`src/rtl/aww_types_pkg.sv`:
```
// rtl/aww_types_pkg.sv - memory arbiter state type and helpers
//
// Purpose: arbiter FSM encoding and the round-robin pointer advance.
// Contents: arb_state_t (IDLE, DSERV, ISERV), rr_next().
package aww_types_pkg;

  typedef enum logic [1:0] {
    IDLE  = 2'd0,
    DSERV = 2'd1,
    ISERV = 2'd2
  } arb_state_t;

  // Pointer to the core after cur, wrapping at n.
  function automatic int rr_next(input int cur, input int n);
    return (cur + 1) % n;
  endfunction

endpackage

```
`src/rtl/cpu_types_pkg.sv`:
```
// rtl/cpu_types_pkg.sv - shared CPU/RAM interface types
//
// Purpose: word type and RAM handshake states used by the caches,
// the memory arbiter and the RAM model.
// Contents: word_t (32-bit word), ramstate_t (FREE, BUSY, ACCESS, ERROR).
package cpu_types_pkg;

  typedef logic [31:0] word_t;

  typedef enum logic [1:0] {
    FREE   = 2'd0,
    BUSY   = 2'd1,
    ACCESS = 2'd2,
    ERROR  = 2'd3
  } ramstate_t;

endpackage

```
`src/rtl/mem_arbiter_rr_picker.sv`:
```
// rtl/mem_arbiter_rr_picker.sv - round-robin requester picker
//
// Purpose: picks the first asserted request at or after ptr, wrapping.
// Ports:
//   req   in  NCPUS  request vector, one bit per core
//   ptr   in  IW     core with highest priority this decision
//   valid out 1      any request asserted
//   idx   out IW     winning core (0 when valid is low)
module rr_picker #(
  parameter int NCPUS = 2,
  localparam int IW = (NCPUS > 1) ? $clog2(NCPUS) : 1
) (
  input  logic [NCPUS-1:0] req,
  input  logic [IW-1:0]    ptr,
  output logic             valid,
  output logic [IW-1:0]    idx
);

  logic [IW-1:0] cand;

  // Walk offsets from farthest to nearest so the nearest hit to ptr
  // is the last assignment and therefore wins.
  always_comb begin
    valid = |req;
    idx   = '0;
    cand  = '0;
    for (int k = NCPUS - 1; k >= 0; k--) begin
      cand = IW'((int'(ptr) + k) % NCPUS);
      if (req[cand]) begin
        idx = cand;
      end
    end
  end

endmodule

```
`src/rtl/mem_arbiter.sv`:
```
// rtl/mem_arbiter.sv - RAM port arbiter for NCPUS icache/dcache pairs
//
// Purpose: shares one RAM port between every core's icache and dcache.
// dcache grants are held across a block burst (bounded by MAXBURST RAM
// completions) so writeback plus fetch stays atomic; dcache beats icache,
// and each class rotates round-robin among cores.
// Ports:
//   CLK, nRST          clock, asynchronous active-low reset
//   iREN, iaddr        icache read request / word address per core
//   iwait, iload       icache stall (low only on completion) / read data
//   dREN, dWEN         dcache read / write request per core
//   daddr, dstore      dcache word address / write data per core
//   dwait, dload       dcache stall (low only on completion) / read data
//   ramREN, ramWEN     RAM read / write enable
//   ramaddr, ramstore  RAM address / write data
//   ramload, ramstate  RAM read data / handshake state
module mem_arbiter
  import cpu_types_pkg::*;
  import aww_types_pkg::*;
#(
  parameter int NCPUS    = 2,
  parameter int MAXBURST = 4
) (
  input  logic                   CLK,
  input  logic                   nRST,
  input  logic [NCPUS-1:0]       iREN,
  input  logic [NCPUS-1:0][31:0] iaddr,
  output logic [NCPUS-1:0]       iwait,
  output logic [NCPUS-1:0][31:0] iload,
  input  logic [NCPUS-1:0]       dREN,
  input  logic [NCPUS-1:0]       dWEN,
  input  logic [NCPUS-1:0][31:0] daddr,
  input  logic [NCPUS-1:0][31:0] dstore,
  output logic [NCPUS-1:0]       dwait,
  output logic [NCPUS-1:0][31:0] dload,
  output logic                   ramREN,
  output logic                   ramWEN,
  output logic [31:0]            ramaddr,
  output logic [31:0]            ramstore,
  input  logic [31:0]            ramload,
  input  logic [1:0]             ramstate
);

  localparam int CW = (NCPUS > 1) ? $clog2(NCPUS) : 1;
  localparam int BW = $clog2(MAXBURST + 1);

  arb_state_t    state;
  logic [CW-1:0] gnt_cpu;
  logic          gnt_is_d;
  logic [CW-1:0] rr_d;
  logic [CW-1:0] rr_i;
  logic [BW-1:0] burst_cnt;

  logic [NCPUS-1:0] d_req;
  logic             d_valid;
  logic             i_valid;
  logic [CW-1:0]    d_pick;
  logic [CW-1:0]    i_pick;
  logic             access;
  logic             g_dreq;
  logic             g_ireq;
  logic [CW-1:0]    gnt_next;

  assign d_req    = dREN | dWEN;
  assign access   = (ramstate == ACCESS);
  assign g_dreq   = d_req[gnt_cpu];
  assign g_ireq   = iREN[gnt_cpu];
  assign gnt_next = CW'(rr_next(int'(gnt_cpu), NCPUS));

  rr_picker #(.NCPUS(NCPUS)) u_pick_d (
    .req   (d_req),
    .ptr   (rr_d),
    .valid (d_valid),
    .idx   (d_pick)
  );

  rr_picker #(.NCPUS(NCPUS)) u_pick_i (
    .req   (iREN),
    .ptr   (rr_i),
    .valid (i_valid),
    .idx   (i_pick)
  );

  // Grant FSM. The grant only moves in IDLE, so a request raised while
  // another core is being served waits for the next IDLE decision.
  always_ff @(posedge CLK or negedge nRST) begin
    if (!nRST) begin
      state     <= IDLE;
      gnt_cpu   <= '0;
      gnt_is_d  <= 1'b0;
      rr_d      <= '0;
      rr_i      <= '0;
      burst_cnt <= '0;
    end else begin
      case (state)
        IDLE: begin
          if (d_valid) begin
            state    <= DSERV;
            gnt_cpu  <= d_pick;
            gnt_is_d <= 1'b1;
          end else if (i_valid) begin
            state    <= ISERV;
            gnt_cpu  <= i_pick;
            gnt_is_d <= 1'b0;
          end
        end
        DSERV: begin
          if (!g_dreq) begin
            state     <= IDLE;
            rr_d      <= gnt_next;
            burst_cnt <= '0;
          end else if (access) begin
            // The completion that would reach MAXBURST releases instead.
            if (burst_cnt == BW'(MAXBURST - 1)) begin
              state     <= IDLE;
              rr_d      <= gnt_next;
              burst_cnt <= '0;
            end else begin
              burst_cnt <= burst_cnt + BW'(1);
            end
          end
        end
        ISERV: begin
          if (!g_ireq || access) begin
            state <= IDLE;
            rr_i  <= gnt_next;
          end
        end
        default: state <= IDLE;
      endcase
    end
  end

  // RAM drive and waits decode from the registered grant, so an
  // asynchronous reset drops the RAM enables without waiting for a clock.
  // Address and data follow the granted core's live inputs because a
  // dcache walks its block words while keeping its request asserted.
  always_comb begin
    iwait    = '1;
    dwait    = '1;
    ramREN   = 1'b0;
    ramWEN   = 1'b0;
    ramaddr  = '0;
    ramstore = '0;
    if (state != IDLE) begin
      if (gnt_is_d) begin
        ramaddr        = daddr[gnt_cpu];
        ramstore       = dstore[gnt_cpu];
        ramWEN         = dWEN[gnt_cpu];
        ramREN         = dREN[gnt_cpu] & ~dWEN[gnt_cpu];
        dwait[gnt_cpu] = ~access;
      end else begin
        ramREN         = 1'b1;
        ramaddr        = iaddr[gnt_cpu];
        iwait[gnt_cpu] = ~access;
      end
    end
  end

  // Read data is broadcast; only the wait lines say whose it is.
  assign iload = {NCPUS{ramload}};
  assign dload = {NCPUS{ramload}};

endmodule

```
`config.mk`:
```
export PLATFORM = sky130hd
export DESIGN_NAME = mem_arbiter
export DESIGN_NICKNAME = d
export VERILOG_FILES = /design/src/rtl/aww_types_pkg.sv /design/src/rtl/cpu_types_pkg.sv /design/src/rtl/mem_arbiter_rr_picker.sv /design/src/rtl/mem_arbiter.sv
export SDC_FILE = /design/constraint.sdc
export NUM_CORES = 1
export LEC_CHECK = 0
export ABC_AREA = 1
export BUFFER_PORTS_ARGS = -buffer_cell sky130_fd_sc_hd__buf_2
export CAP_MARGIN = 15
export CORE_AREA = 3 3 169 171
export CTS_BUF_LIST = sky130_fd_sc_hd__clkbuf_16
export CTS_CLUSTER_DIAMETER = 80
export DETAILED_ROUTE_END_ITERATION = 7
export DIE_AREA = 0 0 172 174
export HOLD_SLACK_MARGIN = 0.15
export MAX_ROUTING_LAYER = met4
export PLACE_DENSITY_LB_ADDON = 0.25
export RECOVER_POWER = 25
export SLEW_MARGIN = 20
export SYNTH_ARGS = -nofsm -noshare
export SYNTH_HDL_FRONTEND = slang
export SYNTH_SLANG_ARGS = --single-unit
```
`constraint.sdc`:
```
create_clock -name CLK -period 2.27 [get_ports CLK]
set_clock_uncertainty 0.1 [all_clocks]
set_input_delay 0.3405 -clock CLK [delete_from_list [all_inputs] [get_ports CLK]]
set_output_delay 0.3405 -clock CLK [all_outputs]
set_load 0.02 [all_outputs]
```
==> impl_metrics.ini, run 1 <==
[detailed_routing]
drc = 0
dr_total_vias = 3873
routed_wl_um = 14600
drt-wirelength-per-cell_um = 13.8
drt-vias-per-instance = 3.65
drt-initial-drc-count = 137
ant_nets = 0
first_pass_iters = 4

[clock_tree]
clockBufferDepth = 2
cts_root_buf = clkbuf_16
clk_latency_ps = 230
cts_buffers = 3
cts_tree = yes
cts_sinks = 9
cts_setup_buffers = 0
cts_max_level = 1
cts.reportedPaths.clkPinSlew_ps = 40

[power]
p_seq_frac = 0.063
p_clk_frac = 0.063
p_int_mw = 1.89
pwr_density_cell_nw_per_um2 = 1180
power_switching_mw = 3.00
power_leakage_nw = 2.50
ir_drop_mv = 0.363
p_comb_frac = 0.875
swShare = 0.614

[yosys]
yosysMostFrequentCell = nand2_1
synthArstFlopShare = 1.00
syn_avg_cell_area_um2 = 5.54
ys.flop_type = dfrtp_1
syn_area_um2 = 3270
seq_area_frac_synth = 0.0688
synth_edf_count = 0
synth_seq_cells = 9
synth_common_cells = 161 x nand2_1, 130 x buf_4, 107 x nor2_1
synth_top_area_share = 0.298
syn-num-nets = 826
synth_cells = 591
synth_top_area_cell = buf_4
yosysWarnings = 0
ys_top_cells_by_area = buf_4 30%, nand2_1 18%, nor2_1 12%, dfrtp_1 6.9%, o21ai_0 5.7%
synth.distinct_cells = 23

[die]
die_h_um = 174
core_area_um2 = 27000
initial_core_util = 0.121
rows = 60
dieArea_um2 = 29900
ioPinCount = 432
die_w_um = 172

[placed_design]
placed_area_um2 = 4020
dp.cells = 1053
gp_congestion = 0.794
hpwl_um = 12000
io_buffers = 271

[setup_path]
crit_cells = 5
crit_family = buffers and inverters
start_kind = register
path_cells = inv_2, buf_12, nor2_1, o32ai_1, buf_2
cpMaxStageDelayCell = dfrtp_4
crit_path_max_incr_delay_ps = 550
critPathArrivalTime_ps = 1740
required_ps = 1830
crit_type = reg -> out
ff2ff_path_depth = 8
end_kind = primary output
crit_buf_inv = 3
crit_fanout = 56

[min_path]
hold_class = reg -> reg
hold_depth = 1

[final_layout]
area_growth_pct = 26.4
stdcell_area_um2 = 4140
fin_nets = 953
fillers = 3226
drive_gt1_frac = 0.413
final_cells = 1061

[sta]
slew_violations = 0
rsz0062_at_grt = false
fmax_ghz = 0.459
worst_pin_slew_ps = 368
timing.final.crit_period_ps = 2180
setup_viol = 0
fin_tns_setup_ps = 0
slew_headroom = 0.752
min_period_over_period = 0.959
hold_viol = 0

[global_route]
grt_util_all_layers = 0.0883
first_global_vias = 3617
antenna_found_initial = 3
grt_max_degree = 57
grt_pass1_wl_um = 20100
grt_overflow = 0

[run_status]
run_status = finished clean

[job]
drv_cap = 0
==> metal layers <==
metal,part of all wire,routed length [um],track usage,vias up
li1,-,-,-,1963
met1,0.39,5700,0.0948,1642
met2,0.47,6920,0.154,212
met3,0.10,1490,0.0275,56
met4,0.033,485,0.0283,0
met5,0,0,-,-
==> final cells by class <==
class / count / area, um^2 / area share
Antenna cell: 3 / 7.51 / 0.00181
Clock buffer: 3 / 75.1 / 0.0181
Clock inverter: 1 / 3.75 / 0.000907
Inverter: 47 / 179 / 0.0433
Multi-Input combinational cell: 376 / 1720 / 0.417
Sequential cell: 9 / 229 / 0.0554
Tap cell: 341 / 427 / 0.103
Timing Repair Buffer: 281 / 1490 / 0.361
==> worst paths after layout <==
check / startpoint / end / slack, ps
worst max-delay path: gnt_cpu$_DFFE_PN0P_ / ramaddr[10] / 90
min in group asynchronous: nRST / rr_i$_DFFE_PN0P_ / 410
max in group asynchronous: nRST / gnt_cpu$_DFFE_PN0P_ / 1440
worst min-delay path: burst_cnt[2]$_DFFE_PN0P_ / burst_cnt[2]$_DFFE_PN0P_ / 380
worst min register to register: burst_cnt[2]$_DFFE_PN0P_ / burst_cnt[2]$_DFFE_PN0P_ / 380
worst max register to register: gnt_cpu$_DFFE_PN0P_ / rr_d$_DFFE_PN0P_ / 630
==> stage by stage <==
stage | power, mW | setup WS, ps | util | hold slack [ps]
floorplan | 3.50 | 407 | - | -55.1
global placement | 4.67 | 231 | 0.149 | 116
detailed placement | 4.65 | 227 | 0.149 | 120
CTS | 4.99 | 48.6 | 0.152 | 388
global route | 5.36 | 3.66 | 0.153 | 409
finish | 4.89 | 92.1 | 0.153 | 384
==> state kept, by name (all words and copies together), names as in the netlist <==
signal,cells
burst_cnt,3
gnt_cpu,1
gnt_is_d,1
rr_d,1
rr_i,1
state,2
==> cells by family after synthesis <==
| logic type | share of synthesized area |
|---|---|
| fa+ha+maj | 0.00382 |
| flops | 0.0688 |
| buf+inv | 0.406 |
| simple gates | 0.332 |
| compound gates | 0.143 |
| mux | 0.0459 |
==> worst reg2reg max path: cells and delay by family, from the launching register on <==
kind	cells	cell delay [ps]
flip-flops	1	550
buffers and inverters	2	370
AND/OR/NAND/NOR	4	370
AO/OA/AOI/OAI	2	170
==> cells in the final DEF (no fill, tap or decap), types with 2 or more instances in the layout <==
| cell type | Yosys | routed |
|---|---|---|
| a21oi_1 | 19 | 19 |
| diode_2 | 0 | 3 |
| nand3_1 | 4 | 4 |
| buf_12 | 0 | 4 |
| o211ai_1 | 2 | 2 |
| buf_4 | 130 | 4 |
| inv_1 | 42 | 43 |
| o21ai_0 | 37 | 37 |
| o21ai_1 | 5 | 5 |
| clkbuf_16 | 0 | 3 |
| nor2_4 | 2 | 2 |
| inv_2 | 5 | 4 |
| buf_2 | 19 | 271 |
| dfrtp_1 | 9 | 8 |
| mux2i_1 | 15 | 15 |
| nand2_2 | 4 | 4 |
| nor2_1 | 107 | 107 |
| nand2_1 | 161 | 160 |
| o32ai_1 | 15 | 15 |
==> power groups by stage <==
| stage | clock network, mW | logic (mW) | registers (mW) |
|---|---|---|---|
| floorplan | 0 | 3.24 | 0.257 |
| global placement | 0 | 4.36 | 0.306 |
| detailed placement | 0 | 4.34 | 0.307 |
| CTS | 0.318 | 4.36 | 0.305 |
| global route | 0.329 | 4.71 | 0.318 |
| finish | 0.306 | 4.28 | 0.306 |
==> what timing repair did <==
item	in CTS	in global routing
endpoints found under the hold margin	9	0
pin swaps	0	0
endpoints found under the setup margin	3	37
hold buffers	1	0
resized for setup	1	5
Power figures use the tool's default switching activity.
==> inputs of run 2 (changes only) <==
- BUFFER_PORTS_ARGS: -buffer_cell sky130_fd_sc_hd__buf_2 -> unset
- DONT_BUFFER_PORTS: unset -> 1
==> impl_metrics.ini, run 2 (same netlist as run 1, synthesis figures left out) <==
[final_layout]
final_common_cell = nand2_1
antenna-diode-count = 0
final_cell_mix = 161 x nand2_1, 107 x nor2_1, 43 x inv_1, 40 x buf_4, 37 x o21ai_0
largestRegisters = burst_cnt: 3 flops, state: 2 flops
fillers = 3186
drive_gt1_frac = 0.128
stdcell_area_um2 = 3070
fin_nets = 719
largest_reg_flops = 3
regMostFlops = burst_cnt
area_growth_pct = -6.23

[clock_tree]
cts_max_level = 1
cts.reportedPaths.clkPinSlew_ps = 40
clk_latency_ps = 230
clockBufferDepth = 2
cts_tree = yes
cts_sinks = 9
cts_setup_buffers = 0
cts_root_buf = clkbuf_16
cts_buffers = 3

[setup_path]
required_ps = 1830
crit_fanout = 56
r2r_start = gnt_cpu$_DFFE_PN0P_
critPathArrivalTime_ps = 1740
crit_family = flip-flops
crit_path_max_incr_delay_ps = 550
cp-endpoint = ramaddr[10]
crit_cells = 5
crit_buf_inv = 3
ff2ff_path_depth = 9
cpMaxStageDelayCell = dfrtp_4
r2r_end = state[1]$_DFFE_PN0P_
start_kind = register
crit_type = reg -> out
ff2ff_setup_slack_ps = 650
startpoint = gnt_cpu$_DFFE_PN0P_
path_cells = inv_2, buf_12, nor2_1, o32ai_1, buf_4
end_kind = primary output

[global_route]
grt_max_degree = 61
antenna_found_initial = 0
grt_overflow = 0
grt_pass1_wl_um = 17900
grt_util_all_layers = 0.0809
first_global_vias = 3003

[sta]
fmax_ghz = 0.458
worst_slack_ps = 85.3
worst_pin_slew_ps = 458
fin_tns_setup_ps = 0
slew_headroom = 0.694
setup_viol = 0
hold_viol = 0
rsz0062_at_grt = false
min_period_over_period = 0.962
timing.final.crit_period_ps = 2180
slew_violations = 0

[die]
core_area_um2 = 27000
ioPinCount = 432
rows = 60
initial_core_util = 0.121
die_w_um = 172
die_h_um = 174
dieArea_um2 = 29900

[detailed_routing]
first_pass_iters = 4
ant_nets = 0
drc = 0
drt-vias-per-instance = 3.71
routed_wl_um = 13200
drt-wirelength-per-cell_um = 16.1
dr_total_vias = 3061
drt-initial-drc-count = 115

[placed_design]
dpl_worst_slack_ps = 332
gp_congestion = 0.758
placed_area_um2 = 2960
hpwl_um = 10900
io_buffers = 0

[power]
ir_drop_mv = 0.478
power_leakage_nw = 1.57
pwr_density_cell_nw_per_um2 = 1570

[min_path]
hold_class = in -> reg

[run_status]
run_status = finished clean

[job]
drv_cap = 0
run 2: where the power goes:
part	switching [mW]	internal (mW)
logic	2.77	1.43
clock network	0.0760	0.230
registers	0.0770	0.226
run 2: tightest hold or removal path: stages:
cell     delay (ps)
nor2_1           40
nand2_1          70
nand2_1          60
nand2_1          60
run 2: area by class of cell:
type,instances,area (um^2),area share
clock buffer,3,75.1,0.0245
clock inverter,1,3.75,0.00122
inverter,47,176,0.0575
multi-input combinational,376,1720,0.562
sequential,9,229,0.0746
tap,341,427,0.139
timing repair buffer,47,433,0.141
run 2: routing by layer:
metal,part of all wire,GRT usage
met3,0.11,0.0318
met2,0.48,0.139
met4,0.034,0.0250
met5,0,-
met1,0.38,0.0851
run 2: how the worst min path moves through the flow:
| stage | from | to | slack (ps) | cells after the start |
|---|---|---|---|---|
| after floorplan | nRST | burst_cnt[0]$_DFFE_PN0P_ | -60 | 0 |
| after detailed placement | nRST | burst_cnt[2]$_DFFE_PN0P_ | -50 | 0 |
| after global routing | dREN[0] | gnt_is_d$_DFFE_PN0P_ | 300 | 4 |
| final | dREN[0] | gnt_is_d$_DFFE_PN0P_ | 270 | 4 |
| after CTS | dREN[0] | gnt_is_d$_DFFE_PN0P_ | 270 | 4 |
| after global placement | nRST | burst_cnt[1]$_DFFE_PN0P_ | -50 | 0 |
run 2: timing repair:
action / in CTS / in global routing
gates resized for setup: 0 / 4
endpoints found under the hold margin: 9 / 0
endpoints found under the setup margin: 0 / 8
hold buffers: 1 / 0
run 2: stage by stage:
step / total power, mW / std cells / utilization / hold slack (ps)
floorplan: 3.50 / 591 / - / -55.1
global placement: 4.53 / 819 / 0.109 / -54.4
detailed placement: 4.55 / 819 / 0.109 / -54.4
CTS: 4.87 / 824 / 0.113 / 273
global route: 5.31 / 824 / 0.114 / 304
finish: 4.81 / 824 / 0.114 / 273
==> inputs of run 3 (changes only) <==
- PLACE_DENSITY_LB_ADDON: 0.25 -> unset
==> impl_metrics.ini, run 3 (same netlist as run 1, synthesis figures left out) <==
[sta]
timing.final.crit_period_ps = 2170
rsz0062_at_grt = false
worst_pin_slew_ps = 448
setup_viol = 0
slew_headroom = 0.700
whs_ps = 280
fmax_ghz = 0.461
slew_violations = 0
hold_viol = 0
fin_tns_setup_ps = 0
min_period_over_period = 0.956

[job]
drv_cap = 0

[global_route]
grt_pass1_wl_um = 17500
grt_max_degree = 72
first_global_vias = 3008
grt_util_all_layers = 0.0808
grt_overflow = 0
antenna_found_initial = 2

[final_layout]
fin_nets = 721
seqCellArea_um2 = 229
fillers = 3125
stdcell_area_um2 = 3070
final_cell_mix = 161 x nand2_1, 107 x nor2_1, 43 x inv_1, 43 x buf_4, 37 x o21ai_0
regMostFlops = burst_cnt
multi_input_area_um2 = 1720
largestRegisters = burst_cnt: 3 flops, state: 2 flops
drive_gt1_frac = 0.130
area_growth_pct = -6.16
largest_reg_flops = 3
final_common_cell = nand2_1

[clock_tree]
cts_setup_buffers = 0
clockBufferDepth = 2
cts_tree = yes
cts_buffers = 3
cts_sinks = 9
cts.reportedPaths.clkPinSlew_ps = 40
clk_latency_ps = 230
cts_root_buf = clkbuf_16
cts_max_level = 1

[detailed_routing]
first_pass_iters = 4
drc = 0
drt-wirelength-per-cell_um = 15.9
drt-initial-drc-count = 105
met3_length_um = 1490
met2_length_um = 6850
routed_wl_um = 13200
dr.max_layer_used = met4
dr_total_vias = 3102
drt-vias-per-instance = 3.75
ant_nets = 0
met1_length_um = 4420

[setup_path]
end_kind = primary output
cpMaxStageDelayCell = dfrtp_4
crit_family = buffers and inverters
crit_fanout = 55
start_kind = register
required_ps = 1830
startpoint = gnt_cpu$_DFFE_PN0P_
critPathArrivalTime_ps = 1730
crit_cells = 5
ff2ff_path_depth = 9
ff2ff_setup_slack_ps = 650
path_cells = inv_2, buf_12, nor2_1, o32ai_1, buf_4
cp-endpoint = ramaddr[10]
crit_buf_inv = 3
crit_type = reg -> out
r2r_start = gnt_cpu$_DFFE_PN0P_
crit_path_max_incr_delay_ps = 510
r2r_end = state[1]$_DFFE_PN0P_

[power]
p_seq_frac = 0.060
power_switching_mw = 2.91
swShare = 0.610
ir_drop_mv = 0.421
pwr_density_cell_nw_per_um2 = 1550
power_leakage_nw = 1.57
p_comb_frac = 0.876
p_int_mw = 1.86
p_clk_frac = 0.064

[placed_design]
gp_congestion = 0.759
io_buffers = 0
placed_area_um2 = 2970
hpwl_um = 11200

[die]
ioPinCount = 432
die_w_um = 172
rows = 60
core_area_um2 = 27000
initial_core_util = 0.121
dieArea_um2 = 29900
die_h_um = 174

[run_status]
run_status = finished clean

[min_path]
hold_class = in -> reg
==> run 3: cell count changes in the layout (fill, tap and decap cells not counted), sizes merged <==
cell,change
buf,+2
diode,+2
==> run 3: tightest hold or removal path, cell delays in order <==
cell	delay, ps
nor2_1	40
nand2_1	70
nand2_1	60
nand2_1	60
==> run 3: area by class of cell <==
cell class / instances / share of cell area
well taps: 341 / 0.139
multi-input cells: 376 / 0.559
clock inverters: 1 / 0.00122
clock buffers: 3 / 0.0244
flip-flops and latches: 9 / 0.0746
inverters: 47 / 0.0591
diodes: 2 / 0.00163
repair buffers: 49 / 0.141
==> run 3: power groups by stage <==
stage / Combinational [mW] / Clock [mW] / Sequential, mW
floorplan: 3.24 / 0 / 0.257
global placement: 4.16 / 0 / 0.281
detailed placement: 4.25 / 0 / 0.285
CTS: 4.26 / 0.309 / 0.284
global route: 4.65 / 0.319 / 0.290
finish: 4.17 / 0.305 / 0.284
==> run 3: worst min-delay path by stage <==
stage	slack, ps	end	depth (start not counted)	start
global placement	-50	state[1]$_DFFE_PN0P_	0	nRST
detailed placement	-50	state[1]$_DFFE_PN0P_	0	nRST
finish	280	gnt_is_d$_DFFE_PN0P_	4	dREN[0]
CTS	280	gnt_is_d$_DFFE_PN0P_	4	dREN[0]
floorplan	-60	burst_cnt[0]$_DFFE_PN0P_	0	nRST
global route	340	gnt_is_d$_DFFE_PN0P_	4	dREN[0]
==> run 3: layer usage <==
metal | up-vias | track usage
met4 | 0 | 0.0240
met5 | - | -
met2 | 233 | 0.153
li1 | 1496 | -
met3 | 58 | 0.0305
met1 | 1315 | 0.0743
==> run 3: repair_timing <==
item,CTS,global route
hold buffers,1,0
resized for setup,1,2
setup endpoints to repair,1,29
hold endpoints to repair,9,0
==> run 3: stage by stage <==
step                std cells  worst slack, ps   util  power, mW
finish                    828             99.7  0.114       4.76
global route              828             39.2  0.114       5.26
CTS                       826             70.3  0.113       4.86
detailed placement        821              251  0.110       4.53
global placement          821              267  0.110       4.44
floorplan                 591              407      -       3.50
